==> src/rtl/pc_stack.sv <==
// -----------------------------------------------------------------------------
// pc_stack
//   Program counter for the CPU fetch path. It supports load, increment and
//   hold, a clock enable (stall), and call/return through an internal
//   return-address stack (RAS). It also has sticky overflow and underflow
//   flags.
//
//   When en==1, exactly one action is taken per edge. The priority order is:
//     load > [rel] > ret > call > inc > hold
//   Lower-priority requests are dropped with no side effects.
//
//   Optional build macro: PC_REL_BRANCH_EN
//     Adds the `rel` input. rel performs out <= out + in, where `in` is
//     treated as two's complement. Its priority sits between load and ret.
//
// Parameters
//   WIDTH : PC / target / stack entry width
//   DEPTH : RAS entries (power of 2, >= 2)
//   CW    : width of `depth` (derived, do not override)
//
// Ports
//   clk     : clock, rising edge
//   reset   : asynchronous reset, active low
//   en      : clock enable (0 = stall, everything holds)
//   inc     : increment request
//   load    : absolute jump to `in`
//   call    : push out+1, jump to `in`
//   ret     : pop return address into out
//   clr_err : synchronous clear of ovf/unf (only while en==1)
//   rel     : relative branch (PC_REL_BRANCH_EN builds only)
//   in      : jump / call / branch target
//   out     : current PC (registered)
//   depth   : number of valid RAS entries, 0..DEPTH
//   ovf     : sticky, a call was made with the stack full
//   unf     : sticky, a return was made with the stack empty
// -----------------------------------------------------------------------------
module pc_stack #(
  parameter int WIDTH = 16,
  parameter int DEPTH = 8,
  parameter int CW    = $clog2(DEPTH + 1)
) (
  input  logic             clk,
  input  logic             reset,
  input  logic             en,
  input  logic             inc,
  input  logic             load,
  input  logic             call,
  input  logic             ret,
  input  logic             clr_err,
`ifdef PC_REL_BRANCH_EN
  input  logic             rel,
`endif
  input  logic [WIDTH-1:0] in,
  output logic [WIDTH-1:0] out,
  output logic [CW-1:0]    depth,
  output logic             ovf,
  output logic             unf
);

  localparam int AW = $clog2(DEPTH);

  logic [WIDTH-1:0] r_pc;
  logic [CW-1:0]    r_depth;
  logic             r_ovf;
  logic             r_unf;
  logic [WIDTH-1:0] r_stack [DEPTH];

  logic             w_rel;
  logic [WIDTH-1:0] w_pc_inc;
  logic [CW-1:0]    w_depth_m1;
  logic             w_full;
  logic             w_empty;
  logic [WIDTH-1:0] w_pc_nxt;
  logic [CW-1:0]    w_depth_nxt;
  logic             w_push;
  logic             w_set_ovf;
  logic             w_set_unf;
  logic [CW-AW-1:0] w_unused_msb;

`ifdef PC_REL_BRANCH_EN
  assign w_rel = rel;
`else
  assign w_rel = 1'b0;
`endif

  assign w_pc_inc   = r_pc + WIDTH'(1);
  assign w_depth_m1 = r_depth - CW'(1);
  assign w_full     = (r_depth == CW'(DEPTH));
  assign w_empty    = (r_depth == '0);

  // The pop index only needs the low AW bits. When depth>0, depth-1 is below
  // DEPTH, so the upper bits of w_depth_m1 are always zero.
  assign w_unused_msb = w_depth_m1[CW-1:AW];

  always_comb begin
    w_pc_nxt    = r_pc;
    w_depth_nxt = r_depth;
    w_push      = 1'b0;
    w_set_ovf   = 1'b0;
    w_set_unf   = 1'b0;
    if (load) begin
      w_pc_nxt = in;
    end else if (w_rel) begin
      w_pc_nxt = r_pc + in;
    end else if (ret) begin
      if (!w_empty) begin
        w_pc_nxt    = r_stack[w_depth_m1[AW-1:0]];
        w_depth_nxt = w_depth_m1;
      end else begin
        w_set_unf = 1'b1;
      end
    end else if (call) begin
      // A call always jumps. Only the push is suppressed when the stack is full.
      w_pc_nxt = in;
      if (!w_full) begin
        w_push      = 1'b1;
        w_depth_nxt = r_depth + CW'(1);
      end else begin
        w_set_ovf = 1'b1;
      end
    end else if (inc) begin
      w_pc_nxt = w_pc_inc;
    end
  end

  always_ff @(posedge clk or negedge reset) begin
    if (!reset) begin
      r_pc    <= '0;
      r_depth <= '0;
      r_ovf   <= 1'b0;
      r_unf   <= 1'b0;
    end else if (en) begin
      r_pc    <= w_pc_nxt;
      r_depth <= w_depth_nxt;
      // If clr_err and a new error occur on the same edge, the set wins.
      r_ovf   <= (r_ovf & ~clr_err) | w_set_ovf;
      r_unf   <= (r_unf & ~clr_err) | w_set_unf;
    end
  end

  // The stack contents are don't-care after reset, so they are left unreset.
  always_ff @(posedge clk) begin
    if (en && w_push) begin
      r_stack[r_depth[AW-1:0]] <= w_pc_inc;
    end
  end

  assign out   = r_pc;
  assign depth = r_depth;
  assign ovf   = r_ovf;
  assign unf   = r_unf;

endmodule

==> config.mk <==
export PLATFORM = sky130hd
export DESIGN_NAME = pc_stack
export DESIGN_NICKNAME = d
export VERILOG_FILES = /design/src/rtl/pc_stack.sv
export SDC_FILE = /design/constraint.sdc
export NUM_CORES = 1
export LEC_CHECK = 0
export CELL_PAD_IN_SITES_DETAIL_PLACEMENT = 1
export CELL_PAD_IN_SITES_GLOBAL_PLACEMENT = 2
export CORE_UTILIZATION = 39
export DETAILED_ROUTE_END_ITERATION = 10
export PLACE_DENSITY = 0.88
export SLEW_MARGIN = 30
export SYNTH_ARGS = -nofsm -noshare
export SYNTH_HDL_FRONTEND = slang
export SYNTH_SLANG_ARGS = --single-unit
export TNS_END_PERCENT = 10
==> constraint.sdc <==
create_clock -name clk -period 2.7 [get_ports clk]
set_clock_uncertainty 0.1 [all_clocks]
set_input_delay 0.405 -clock clk [delete_from_list [all_inputs] [get_ports clk]]
set_output_delay 0.405 -clock clk [all_outputs]
set_load 0.05 [all_outputs]
Yosys cells after proc, flatten, opt, wreduce, memory -nomap -nowiden
Memories as Yosys holds them, arrays and structs flattened.
Cells that the tools add are included.
{ "totals": {"n_memories": 1, "input_bits": 24, "mem_bits_rw": 128, "ff_bits": 22, "wordCells": 46} }
{ "classes": {"add_sub_neg": 3, "n_bitwise": 6, "n_mux": 22, "n_reduce_logical": 6, "eq_ne": 4} }
{ "mem_list": {"columns": ["name", "depth", "word_bits", "rd", "rd_clocked_by_memory_dff", "write_ports", "line_no", "text"], "rows": [
  ["r_stack", 8, 16, 1, 0, 1, "66", "logic [WIDTH-1:0] r_stack [DEPTH];"]
]} }
{ "ops": {"columns": ["operator", "count"], "rows": [
  ["two-way mux 16 bit", 5],
  ["adder 16 x 1 -> 16 bit (second input constant)", 1],
  ["two-way mux 4 bit", 4],
  ["two-way mux 1 bit", 13],
  ["AND reduction 5 bit", 1],
  ["adder 4 x 1 -> 4 bit (second input constant)", 1],
  ["equality test 4 bit (second input constant)", 1],
  ["zero test 4 bit", 1],
  ["inequality test 2 bit (second input constant)", 2],
  ["nonzero test 4 bit", 1],
  ["subtractor 4 x 1 -> 4 bit (second input constant)", 1],
  ["inequality test 3 bit (second input constant)", 1],
  ["AND reduction 3 bit", 1],
  ["AND 1 bit", 2],
  ["inverter 1 bit", 2],
  ["bitwise OR 1 bit", 2],
  ["nonzero test 2 bit", 1],
  ["logical AND 1 bit", 1]
]} }

Longest topological paths before layout
Gate-level depths: netlist of run 1.
{ "depth": {"word_depth": 8, "depth_mapped": 11, "mapped_depth_nobuf": 7} }

Worst setup path after synthesis of run 1
No wires, ideal clock.
{ "synth_timing": {"path_kind": "register to register", "startpoint": "register r_depth[0] (netlist: depth[0])", "endpoint": "memory r_stack[0][0], enable pin", "stages_incl_launch_ff": 8, "slack_ns": -0.620, "setup_ns": 0.409, "path_buffers": 2, "t_arrival_ns": 2.811, "period_less_slack_ns": 3.320, "cell_sequence": "dfrtp_1 buf_6 buf_4 inv_1 ha_1 nand3b_1 nand3b_1 nor3_1"} }
{ "synth_via": {"elab_chain_cells": 8} }
{ "synth_rtl": {"columns": ["element", "line_no", "text"], "rows": [
  ["from (decl)", "63", "logic [CW-1:0] r_depth;"],
  ["from (signal assigned)", "134", "r_depth <= w_depth_nxt;"],
  ["equality test 4 bit", "88", "assign w_full = (r_depth == CW'(DEPTH));"],
  ["two-way mux 1 bit", "115", "if (!w_full) begin"],
  ["two-way mux 1 bit", "112", "end else if (call) begin"],
  ["two-way mux 1 bit", "105", "end else if (ret) begin"],
  ["two-way mux 1 bit", "101", "if (load) begin"],
  ["logical AND 1 bit", "143", "if (en && w_push) begin"],
  ["two-way mux 1 bit", "143", null],
  ["two-way mux 1 bit (implied by the code)", "144", "r_stack[r_depth[AW-1:0]] <= w_pc_inc;"],
  ["to (decl)", "66", null]
]} }
Several ways; a longest one is shown, not always the timed one.

Worst setup path after layout of run 1
{ "layout_timing": {"startpoint": "register r_depth[0] (netlist: depth[0])", "endpoint": "output port depth[0]"} }
{ "layout_lines": {"columns": ["element", "line_no", "text"], "rows": [
  ["to (decl)", "55", "output logic [CW-1:0] depth,"]
]} }
No word-level cell between the ends.

==> out/summary.txt, run 1 <==
status: complete, no violations
post-CTS setup buffer count: 0
actual slew at the worst max-slew pin: 1010 ps
gp weighted congestion: 0.9010
syn nets: 460
Core Box Area: 16,640 um2
sequential power share: 34.8%
initial antenna violation count: 0
Clk pwr share: 24.9%
RSZ-0062 raised after global routing: false
Final Setup Violations: 0
max-cap violations: 0
Die X: 132.9 um
Final Non-Filler Cells: 748
Peak VDD IR: 0.0005119 V
TritonRoute pass-1 iters: 4
Slew Viols, Final: 0
Hold WC Path Type: primary input to async pin
top cells by area, synth: edfxtp_1 58%, mux4_2 8.4%, dfrtp_1 8.2%
P_int: 5564 uW
CTS Sinks: 150
worst reg2reg path depth: 5
H-Tree Depth: 4
die area: 17,660 um2
layout cells sized above 1: 22.35%
worst endpoint required time: 2190 ps
Mapped Cells: 432
mapped cell area: 6683 um2
area grow syn2layout: 22.99%
Initial Util: 40.15%
CTS Buf Count: 17
gr usage total: 21.39%
Fillers: 1,635
Tmin final: 2458 ps
CP max FO: 38
Critical path origin: depth[0]
Clock Tree Root: clkbuf_16
register clock-pin slew on the reported worst setup and hold paths: 70 ps
crit start category: register
top cells by count, synth: 128 x edfxtp_1, 40 x nand2_1, 25 x mux4_2
most common cell in the synthesized netlist: edfxtp_1
1st-iter DRT viols: 413
Ports: 46
power consumption: 8991 uW
gr ovfl total: 0
first-pass GRT wire length: 27.46 mm
largest net degree at the start of global routing: 39
Worst Hold Slack: 196.7 ps
combinational share of power: 40.3%
DR WL/cell: 23.52 um
final worst setup slack: 242.3 ps
row count: 47
Ant. Diodes: 0
final antenna-violating net count: 0
EDFF count, synth: 128
Cells after DPL: 716
vias: 4,300
Worst Setup End Kind: output pin
number of remaining DRC errors: 0
TritonCTS clock tree: yes
critical path arrival: 1950 ps
number of synthesis warnings: 0
share of the synthesized area in the top cell type: 57.52%
R2R Setup Slk: 310 ps
setup slack at placement: 202.8 ps
Total Wirelength: 17.59 mm
Psw: 3427 uW
Final TNS setup: 0 ps
fmax: 0.4069 GHz
Layout Nets: 543
RR Startpoint: out[4]
Seq/Total Area, Yosys: 65.76%
Post-Syn Area per Cell: 15.47 um2
CP endpoint: depth[0]
Synth cell types: 58
Post-CTS Resized: 0
Clk Latency, worst-skew pair: 420 ps
Worst R2R End: out[15]
Yosys reg bits: 150
leakage: 0.002840 uW
ys async rst share: 14.67%
Max clock buf depth: 2
Die Y: 132.9 um
Buffers on Ports: 45
number of vias per cell: 5.749
number of global-route vias before repair: 4,554
Hold Buf Count CTS: 0
fin crit share: 91.02%
switching fraction of total power: 38.11%
PwrDens: 1094 nW/um2
Slew HR: 32.20%
final hold vios: 0
top_reg_cell synth: edfxtp_1
DP HPWL: 12.21 mm
area leader, netlist: edfxtp_1
critical path type: register to output pin
cells by family (layout without fill, tap and decap cells):
group / Yosys count / after routing / synth area share (%)
muxes: 37 / 37 / 11.98
adders and majority gates: 4 / 4 / 0.7490
buffers and inverters: 35 / 131 / 2.939
DFF: 150 / 150 / 65.76
AOI/OAI and AO/OA: 71 / 71 / 6.965
xor gates and xnor gates: 18 / 18 / 2.471
and+or+nand+nor: 117 / 117 / 9.137
layer usage:
layer	global-route usage (%)	share of wire, %	vias to the layer above
li1	-	-	1880
met1	29.41	45	2258
met2	33.83	48	145
met3	4.751	5.4	17
met4	6.833	1.1	0
met5	0	0	-
state kept, by name, summed over array words and instances (netlist names):
signal / cells
ovf: 1
r_stack: 128
out: 16
unf: 1
depth: 4
worst min-delay path by stage:
stage                     start  endpoint  slack [ps]  cells after the start
after global routing      reset    out[1]         200                      1
after global placement      unf       unf         370                      2
after detailed placement    ovf       ovf         390                      1
after floorplan           reset  depth[0]           9                      0
after CTS                 reset    out[1]         190                      1
final                     reset    out[1]         200                      1
cells in the final DEF (no fill, tap or decap), types with 10 or more instances in the layout:
master	n
buf_4	38
nor2_1	14
clkbuf_16	17
a21oi_1	13
mux4_2	25
xor2_1	10
o21ai_0	15
inv_1	11
nand2_1	40
clkdlybuf4s50_1	45
edfxtp_1	128
dfrtp_1	21
nand3_1	15
final cells by class:
cell class                 instances  area, um2  area share (%)
sequential                       150       4395           53.48
multi-input combinational        247       2112           25.70
timing repair buffer              88      835.8           10.17
clock buffer                      17      425.4           5.176
tap                              220      275.3           3.349
clock inverter                    15      133.9           1.629
inverter                          11      41.29          0.5024
per-stage QoR:
stage	cell area, um2	util (%)
floorplan	6693	-
global placement	7660	46.03
detailed placement	7660	46.03
CTS	8219	49.39
global route	8219	49.39
finish	8219	49.39
power by group through the flow:
stage	Clock [uW]	Combinational, uW	Sequential, uW
floorplan	0	1950	3510
global placement	0	3500	3160
detailed placement	0	3620	3180
CTS	2270	3650	3130
global route	2350	3870	3150
finish	2240	3620	3130
critical path: stages (launching register included):
cell and delay [ps]:
dfrtp_2 380, buf_12 270, clkdlybuf4s50_1 860
Power figures use the tool's default switching activity.
==> inputs of run 2 (changes only) <==
--- a/config.mk
+++ b/config.mk
@@ -5,11 +5,13 @@
 export SDC_FILE = /design/constraint.sdc
 export NUM_CORES = 1
 export LEC_CHECK = 0
+export ABC_AREA = 0
 export CELL_PAD_IN_SITES_DETAIL_PLACEMENT = 1
 export CELL_PAD_IN_SITES_GLOBAL_PLACEMENT = 2
 export CORE_UTILIZATION = 39
 export DETAILED_ROUTE_END_ITERATION = 10
 export PLACE_DENSITY = 0.88
+export SETUP_SLACK_MARGIN = 0.5
 export SLEW_MARGIN = 30
 export SYNTH_ARGS = -nofsm -noshare
 export SYNTH_HDL_FRONTEND = slang
==> run 2 against run 1 <==
Against the previous run:
- critical path depth decreased by 1
- non-clock buffer count up 10
- count of clock-buffer cells in the layout grew 3
- critical path type unchanged
- final area grew 3.5%
- via count grew 2.8%
- highest routed layer unchanged
- first-iteration DRC count down 15%
- fmax is 4.7% higher
==> out/summary.txt, run 2 (same netlist as run 1, synthesis figures left out) <==
status: complete, no violations (unchanged)
Layout Nets: 553 (was 543)
Fillers: 1,592 (was 1,635)
CTS Buf Count: 17 (unchanged)
Final Non-Filler Cells: 758 (was 748)
1st-iter DRT viols: 349 (was 413)
DR WL/cell: 25.17 um (was 23.52 um)
Core Box Area: 16,640 um2 (unchanged)
PwrDens: 1107 nW/um2 (was 1094 nW/um2)
fin crit share: 86.94% (was 91.02%)
gp weighted congestion: 0.8611 (was 0.9010)
largest net degree at the start of global routing: 39 (unchanged)
Hold Buf Count CTS: 0 (unchanged)
Final Setup Violations: 0 (unchanged)
Total Wirelength: 19.08 mm (was 17.59 mm)
layout cells sized above 1: 26.39% (was 22.35%)
CP bufs+invs: 1 (was 2)
Die Y: 132.9 um (unchanged)
Buffers on Ports: 45 (unchanged)
TritonRoute pass-1 iters: 5 (was 4)
Slew HR: 44.84% (was 32.20%)
Die X: 132.9 um (unchanged)
R2R Setup Slk: 510 ps (was 310 ps)
final hold vios: 0 (unchanged)
gr usage total: 22.80% (was 21.39%)
vias: 4,420 (was 4,300)
initial antenna violation count: 0 (unchanged)
Worst Setup End Kind: output pin (unchanged)
area grow syn2layout: 27.34% (was 22.99%)
first-pass GRT wire length: 28.72 mm (was 27.46 mm)
RR Startpoint: depth[0] (was out[4])
actual slew at the worst max-slew pin: 821.5 ps (was 1010 ps)
critical path type: register to output pin (unchanged)
Initial Util: 40.15% (unchanged)
DP HPWL: 12.48 mm (was 12.21 mm)
max-cap violations: 0 (unchanged)
worst reg2reg path depth: 9 (was 5)
Clk Latency, worst-skew pair: 430 ps (was 420 ps)
Clock Tree Root: clkbuf_16 (unchanged)
Tmin final: 2347 ps (was 2458 ps)
H-Tree Depth: 4 (unchanged)
commonest non-fill, non-tap cell in the layout: edfxtp_1 (unchanged)
crit start category: register (unchanged)
final antenna-violating net count: 0 (unchanged)
Max clock buf depth: 2 (unchanged)
die area: 17,660 um2 (unchanged)
Ports: 46 (unchanged)
Hold WC Path Type: primary input to async pin (unchanged)
CTS Sinks: 150 (unchanged)
Slew Viols, Final: 0 (unchanged)
register clock-pin slew on the reported worst setup and hold paths: 60 ps (was 70 ps)
RSZ-0062 raised after global routing: true (was false)
Worst R2R End: out[14] (was out[15])
number of global-route vias before repair: 4,654 (was 4,554)
number of flip-flops in the largest register: 128 (unchanged)
Ant. Diodes: 0 (unchanged)
Peak VDD IR: 0.0006494 V (was 0.0005119 V)
delay-heaviest family, CP: buffers and inverters (unchanged)
most frequent cells in the layout: 128 x edfxtp_1, 42 x clkdlybuf4s50_1, 40 x nand2_1, 39 x buf_4, 25 x mux4_2 (was 128 x edfxtp_1, 45 x clkdlybuf4s50_1, 40 x nand2_1, 38 x buf_4, 25 x mux4_2)
number of remaining DRC errors: 0 (unchanged)
number of vias per cell: 5.831 (was 5.749)
row count: 47 (unchanged)
CP max FO: 6 (was 38)
TritonCTS clock tree: yes (unchanged)
crit-path cells: clkdlybuf4s50_1 (was buf_12, clkdlybuf4s50_1)
fmax: 0.4260 GHz (was 0.4069 GHz)
slowest cell delay on critical path: 870 ps (was 860 ps)
Cells after DPL: 712 (was 716)
critical path arrival: 1840 ps (was 1950 ps)
Reg area: 4399 um2 (was 4395 um2)
Final TNS setup: 0 ps (unchanged)
Crit-path slowest cell: clkdlybuf4s50_1 (unchanged)
leakage: 0.002919 uW (was 0.002840 uW)
footprint of the multi-input gates: 2218 um2 (was 2112 um2)
worst endpoint required time: 2190 ps (about the same)
gr ovfl total: 0 (unchanged)
run 2: through the flow:
stage               util [%]  instance area [um2]  setup slack (ps)  power (uW)  hold slack (ps)
floorplan                  -                 6766             22.70        5533            9.409
global placement       46.48                 7735             204.2        6687            435.8
detailed placement     46.48                 7735             126.9        6836            438.6
CTS                    50.19                 8353             329.0        9220            262.5
global route           51.13                 8509             343.7        9785            297.1
finish                 51.13                 8509             352.6        9417            265.6
run 2: how the worst max path moves through the flow:
stage             start              to  depth (start not counted)
6_report        out[11]         out[11]                          1
5_1_grt         out[15]         out[15]                          1
4_1_cts          out[1]         out[12]                          6
3_5_place_dp         en  r_stack[5][12]                          7
3_3_place_gp         en   r_stack[5][8]                          7
2_1_floorplan  depth[0]   r_stack[0][0]                          7
run 2: report_power, final:
part           switching [uW]  internal [uW]  leakage, uW  total, uW
Sequential                248           2910      0.00141       3160
Clock                     940           1260     0.000252       2200
Combinational            2270           1780      0.00126       4060
run 2: layout make-up:
class	count	area share, %
clock buffer	20	5.132
clock inverter	12	1.235
inverter	11	0.5293
multi-input combinational	247	26.07
sequential	150	51.70
tap	220	3.235
timing repair buffer	98	12.10
run 2: per-layer routing:
| layer | part of all wire [%] | global-route usage (%) | routed length [um] |
|---|---|---|---|
| met5 | 0 | 0 | 0 |
| met4 | 2.3 | 8.748 | 433 |
| met3 | 6.4 | 4.598 | 1219 |
| met1 | 42 | 30.24 | 8029 |
| met2 | 49 | 37.03 | 9395 |
run 2: what timing repair did:
action / 4_1_cts / 5_1_grt
setup buffers: 6 / 7
pin swaps: 3 / 5
endpoints found under the setup margin: 57 / 110
gates resized for setup: 5 / 13
gates cloned: 0 / 1
